## config.mk

```make
export PLATFORM = sky130hd
export DESIGN_NAME = dmem_apb_bridge
export DESIGN_NICKNAME = d
export VERILOG_FILES = /design/src/rtl/dmem_bus_pkg.sv /design/src/rtl/apb_addr_decode.sv /design/src/rtl/dmem_apb_bridge.sv
export SDC_FILE = /design/constraint.sdc
export NUM_CORES = 1
export LEC_CHECK = 0
export BUFFER_PORTS_ARGS = -buffer_cell sky130_fd_sc_hd__buf_2
export CAP_MARGIN = 30
export CORE_MARGIN = 2
export CORE_UTILIZATION = 35
export CTS_CLUSTER_DIAMETER = 120
export DETAILED_ROUTE_END_ITERATION = 8
export SETUP_SLACK_MARGIN = 0.02
export SLEW_MARGIN = 20
export SYNTH_ARGS = -nofsm -noshare
export SYNTH_HDL_FRONTEND = slang
export SYNTH_SLANG_ARGS = --single-unit
```

## constraint.sdc

```tcl
create_clock -name clk -period 4.65 [get_ports clk]
set_input_delay 0.465 -clock clk [delete_from_list [all_inputs] [get_ports clk]]
set_output_delay 0.465 -clock clk [all_outputs]
set_load 0.02 [all_outputs]
```

## src/rtl/dmem_bus_pkg.sv

```systemverilog
// Shared types and defaults for the data-memory APB bridge and its address decoder.
package dmem_bus_pkg;

  // Bridge transfer phases; DONE is the single cycle in which the core commits.
  typedef enum logic [1:0] {
    IDLE   = 2'd0,
    SETUP  = 2'd1,
    ACCESS = 2'd2,
    DONE   = 2'd3
  } bus_state_e;

  localparam logic [31:0] DEFAULT_BASE_ADDR = 32'h1000_0000;
  localparam logic [31:0] SLAVE_WINDOW      = 32'h0000_1000;

  // Upper bound on slave count; the request struct carries a select vector this wide.
  localparam int MAX_SLAVES = 16;

  // Request captured when leaving IDLE and held stable for the whole APB transfer.
  typedef struct packed {
    logic [31:0]           addr;
    logic [31:0]           wdata;
    logic [3:0]            strb;
    logic                  write;
    logic [MAX_SLAVES-1:0] sel;
  } bus_req_t;

endpackage

```

## src/rtl/apb_addr_decode.sv

```systemverilog
// Combinational address decoder: one 4 KB window per slave starting at BASE_ADDR.
// Also used by the instruction-fetch path, so it carries no state.
module apb_addr_decode
  import dmem_bus_pkg::*;
#(
  parameter logic [31:0] BASE_ADDR  = DEFAULT_BASE_ADDR,
  parameter int          NUM_SLAVES = 4
) (
  input  logic [31:0]           addr,
  output logic [NUM_SLAVES-1:0] sel,
  output logic                  hit
);

  localparam int PAGE_LSB = $clog2(SLAVE_WINDOW);
  localparam int PAGE_W   = 32 - PAGE_LSB;
  localparam logic [PAGE_W-1:0] BASE_PAGE = BASE_ADDR[31:PAGE_LSB];

  logic [PAGE_W-1:0]   page;
  logic [PAGE_LSB-1:0] unused_offset;

  assign page          = addr[31:PAGE_LSB];
  assign unused_offset = addr[PAGE_LSB-1:0];

  // Compare the page number against each slave's page; at most one can match.
  always_comb begin
    sel = '0;
    for (int n = 0; n < NUM_SLAVES; n++) begin
      if (page == BASE_PAGE + PAGE_W'(n)) begin
        sel[n] = 1'b1;
      end
    end
    hit = |sel;
  end

endmodule

```

## src/rtl/dmem_apb_bridge.sv

```systemverilog
// Load/store unit to APB3 bridge: stalls the single-cycle core while one transfer
// runs, then presents word-aligned read data and an error pulse in DONE.
module dmem_apb_bridge
  import dmem_bus_pkg::*;
#(
  parameter logic [31:0] BASE_ADDR   = DEFAULT_BASE_ADDR,
  parameter int          NUM_SLAVES  = 4,
  parameter int          TIMEOUT_CYC = 16
) (
  input  logic                  clk,
  input  logic                  reset,
  input  logic                  is_load,
  input  logic                  is_store,
  input  logic [31:0]           dAddr,
  input  logic [31:0]           dWdata,
  input  logic [3:0]            wstrb,
  output logic [31:0]           dRdata,
  output logic                  stall,
  output logic                  bus_err,
  output logic [31:0]           PADDR,
  output logic [NUM_SLAVES-1:0] PSEL,
  output logic                  PENABLE,
  output logic                  PWRITE,
  output logic [31:0]           PWDATA,
  output logic [3:0]            PSTRB,
  input  logic [31:0]           PRDATA,
  input  logic                  PREADY,
  input  logic                  PSLVERR
);

  localparam int              CNT_W    = $clog2(TIMEOUT_CYC + 1);
  localparam logic [CNT_W-1:0] CNT_LAST = CNT_W'(TIMEOUT_CYC - 1);

  bus_state_e        state_q, state_d;
  bus_req_t          req_q, req_d;
  logic [31:0]       rdata_q, rdata_d;
  logic              err_q, err_d;
  logic [CNT_W-1:0]  cnt_q, cnt_d;

  logic                  req;
  logic [NUM_SLAVES-1:0] dec_sel;
  logic                  dec_hit;

  assign req = is_load | is_store;

  apb_addr_decode #(
    .BASE_ADDR  (BASE_ADDR),
    .NUM_SLAVES (NUM_SLAVES)
  ) u_decode (
    .addr (dAddr),
    .sel  (dec_sel),
    .hit  (dec_hit)
  );

  // Select bits above NUM_SLAVES are always zero and never reach PSEL.
  if (NUM_SLAVES < MAX_SLAVES) begin : g_sel_hi
    logic unused_sel_hi;
    assign unused_sel_hi = ^req_q.sel[MAX_SLAVES-1:NUM_SLAVES];
  end

  // State register: every flop of the bridge, cleared by synchronous reset.
  always_ff @(posedge clk) begin
    if (reset) begin
      state_q <= IDLE;
      req_q   <= '0;
      rdata_q <= '0;
      err_q   <= 1'b0;
      cnt_q   <= '0;
    end else begin
      state_q <= state_d;
      req_q   <= req_d;
      rdata_q <= rdata_d;
      err_q   <= err_d;
      cnt_q   <= cnt_d;
    end
  end

  // Next-state logic: capture the request, run SETUP/ACCESS, and record the outcome.
  always_comb begin
    state_d = state_q;
    req_d   = req_q;
    rdata_d = rdata_q;
    err_d   = err_q;
    cnt_d   = cnt_q;
    case (state_q)
      IDLE: begin
        if (req) begin
          req_d.addr  = {dAddr[31:2], 2'b00};
          req_d.wdata = dWdata;
          req_d.strb  = wstrb;
          req_d.write = is_store;
          req_d.sel   = MAX_SLAVES'(dec_sel);
          cnt_d       = '0;
          if (dec_hit) begin
            err_d   = 1'b0;
            state_d = SETUP;
          end else begin
            err_d   = 1'b1;
            rdata_d = '0;
            state_d = DONE;
          end
        end
      end
      SETUP: begin
        cnt_d   = '0;
        state_d = ACCESS;
      end
      ACCESS: begin
        if (PREADY) begin
          if (!req_q.write) begin
            rdata_d = PRDATA;
          end
          err_d   = PSLVERR;
          state_d = DONE;
        end else if (cnt_q == CNT_LAST) begin
          rdata_d = '0;
          err_d   = 1'b1;
          state_d = DONE;
        end else begin
          cnt_d = cnt_q + 1'b1;
        end
      end
      DONE: begin
        err_d   = 1'b0;
        state_d = IDLE;
      end
      default: begin
        state_d = IDLE;
      end
    endcase
  end

  // Output logic: APB signals come from the held request so they ignore input churn.
  always_comb begin
    stall   = ((state_q == IDLE) && req) || (state_q == SETUP) || (state_q == ACCESS);
    PSEL    = ((state_q == SETUP) || (state_q == ACCESS)) ? req_q.sel[NUM_SLAVES-1:0] : '0;
    PENABLE = (state_q == ACCESS);
    PADDR   = req_q.addr;
    PWRITE  = req_q.write;
    PWDATA  = req_q.wdata;
    PSTRB   = req_q.strb;
    dRdata  = rdata_q;
    bus_err = (state_q == DONE) && err_q;
  end

endmodule

```

==> impl_results.md <==
* Status: finished clean
* I/O Pins at 214
* HPWL after detailed placement at between 8 and 9 mm
* Hold buffers post-CTS at 0
* Skew final at around 0.0055 ns
* Finished Core Util at 42.1%
* WL/cell at 13.2 um
* Setup tns final at 0 ns
* RSZ-0062 raised after global routing: false
* Gpl congestion at about 0.77
* Mux contribution to synthesized area at 6.49%
* Synth Warn # at 0
* PwrDens at 546 nW/um^2
* Cells along the critical path: inv_1 -> ha_1 -> o21a_2 -> or3_1 -> buf_2
* Max Cap Viol at 0
* Predominant post-synthesis flop cell: dfxtp_1
* Reg clk slew, reported paths at about 0.07 ns
* Final min period at 2.44 ns
* Cell family with most CP delay: flip-flops
* IO Port Bufs at around 210
* Total Nets Final at 840
* Hold slack at 0.347 ns
* Layout cells sized above 1 at 33.6%
* Max incr delay on CP at 0.39 ns
* Worst Path Class, Setup: reg -> out
* Fin cells at 916
* DRC at 0
* Inserted Clock Buffers at 9
* Longest Clk Path Bufs at 2
* Synth Area in Compound Gates at between 9 and 10%
* Largest net degree at the start of global routing at 61
* DR pass1 iterations at 4
* Max FO, Critical Path at 18
* Actual slew at the worst max-slew pin at 0.601 ns
* Inserted Diodes at 0
* Worst hold path type: in -> reg
* Mean Syn Cell Area at 8.46 um^2
* Final ANT Viol Nets at 0
* Post-synth ARST share at 0%
* Crit share post-route at between 50% and 60%
* Syn Inst Count at 602
* Lkg Pwr at 2.82 nW
* Total number of vias at 4095
* Die Wd at ~120 um
* Number of DRC markers in iteration 0 at 135
* Initial antenna violation count at 0
* Vias in the first global route at 3883
* Post-Place Cells at about 900
* Grt ovf at 0
* Worst-skew pair later-pin latency at 0.35 ns
* Startpoint types: flip-flop
* Final setup fails at 0
* Total core area at 14400 um^2
* Fmax at 410 MHz
* Critical Path AT at 1.97 ns
* CTS Sinks at 111
* Overall Power at 3.30 mW
* Worst slew margin at 59.9%
* Commonest non-fill, non-tap cell in the layout: buf_2
* DIE AREA at between 15000 and 20000 um^2
* GRT Util Overall at 15.3%
* Worst setup EP type: primary output
* Post-synthesis sequential area ratio at 43.6%
* Final WL at 12.0 mm
* Adder-Cell Fraction of Synth Area at 1.72%
* Cell variety after synth at between 40 and 50
* CTS root buffer: clkbuf_16
* Post-Synth XOR/XNOR Area at 0%
* Simple-gate share of the synthesized area at 23.6%
* Highest-count cells in the layout ignoring fill and taps: 208 x buf_2, 171 x nand2_1, 111 x dfxtp_1
* WP buf/inv at 2
* Largest family of logic cells by synthesized area: simple AND/OR/NAND/NOR gates
* PostCTS Resize Cnt at 0
* Syn Std Cell Area at about 5000 um^2
* Worst path required time at about 4.2 ns
* Die span in y at 125 um
* Area Growth Syn to Fin at 18.9%
* Final Hold Fails at 0
* Final Max Slew Viols at 0
* First-pass GRT wire length at 19.3 mm
* Setup repair bufs after CTS at 0
* Slowest-stage cell, CP: dfxtp_1
* Avg Vias per Cell at 4.47
* CTS tree: done
* EDFF count, synth at 0
* Starting Density at a little over a third
* Peak supply drop at ~0.00022 V
* Number of synthesized register bits at around 110
* H-Tree Depth at 3
* Row count at 44
[kinds of logic after synthesis]
family | count (synthesis)
simple gates | 251
flops | 111
buf+inv | 109
compound gates | 90
mux | 33
fa+ha+maj | 7
other cells | 1
[worst min-delay path, delay by kind of cell]
kind                   cells  cell delay [ns]
buffers and inverters      1             0.09
AOI/OAI and AO/OA          1             0.05
and+or+nand+nor            1             0.04
[metrics by stage]
step,area [um^2],setup slack [ns]
after floorplan,5090,2.75
after global placement,5710,2.28
after CTS,6040,2.18
after global routing,6050,2.07
final,6050,2.21
after detailed placement,5730,2.28
[per-layer routing]
layer / up-vias / GRT usage (%) / wire (um)
li1: 2133 / - / -
met1: 1820 / 19.3 / 5530
met2: 129 / 24.4 / 5390
met3: 13 / 4.47 / 910
met4: 0 / 6.21 / 221
met5: - / 0 / 0
[cell usage after synthesis (2+ instances only)]
master	count	area share [%]
clkbuf_1	17	1.3
buf_2	12	1.2
dlygate4sd1_1	3	0.52
or3_1	3	0.37
a211oi_1	2	0.29
nor3_1	3	0.29
a22oi_1	2	0.29
buf_12	3	1.2
nand2_1	171	13
nand3b_1	4	0.59
o21ai_0	5	0.49
a21boi_0	2	0.29
inv_1	6	0.44
nor4_4	3	1.3
dfxtp_1	111	44
and2_1	6	0.74
mux2i_1	33	6.5
a21oi_1	71	7.0
nor2_1	11	0.81
nand3_2	2	0.39
buf_4	68	10
ha_1	7	1.7
nand3_1	3	0.29
or4b_1	2	0.39
nand2b_1	35	4.3
[sequential cells by signal, indices dropped and copies added (netlist names)]
register / count
PWDATA: 32
PWRITE: 1
PSTRB: 4
err_q: 1
dRdata: 32
state_q: 2
PADDR: 30
req_q: 4
cnt_q: 5
[path summary, 6_finish.rpt]
kind | startpoint | to | slack, ns | cells after the start
worst max-delay path | state_q[0] | stall | 2.21 | 5
worst min-delay path | dAddr[7] | PADDR[7] | 0.35 | 3
worst max register to register | state_q[0] | dRdata[28] | 2.41 | 7
worst min register to register | PWDATA[10] | PWDATA[10] | 0.45 | 2
[area by class of cell]
class                   instances  area [um^2]
well taps                     184          230
clock inverters                 3         40.0
repair buffers                216         1120
flip-flops and latches        111         2220
clock buffers                  13          270
inverters                       6         22.5
fillers                      1483         8310
multi-input cells             383         2140
[report_power, final]
group          internal, mW  leakage, nW  switching [mW]
registers              1.12        0.907          0.0799
logic                 0.463         1.76           0.835
clock network         0.461        0.156           0.343
Note: power is estimated with default switching activity, not from simulation.
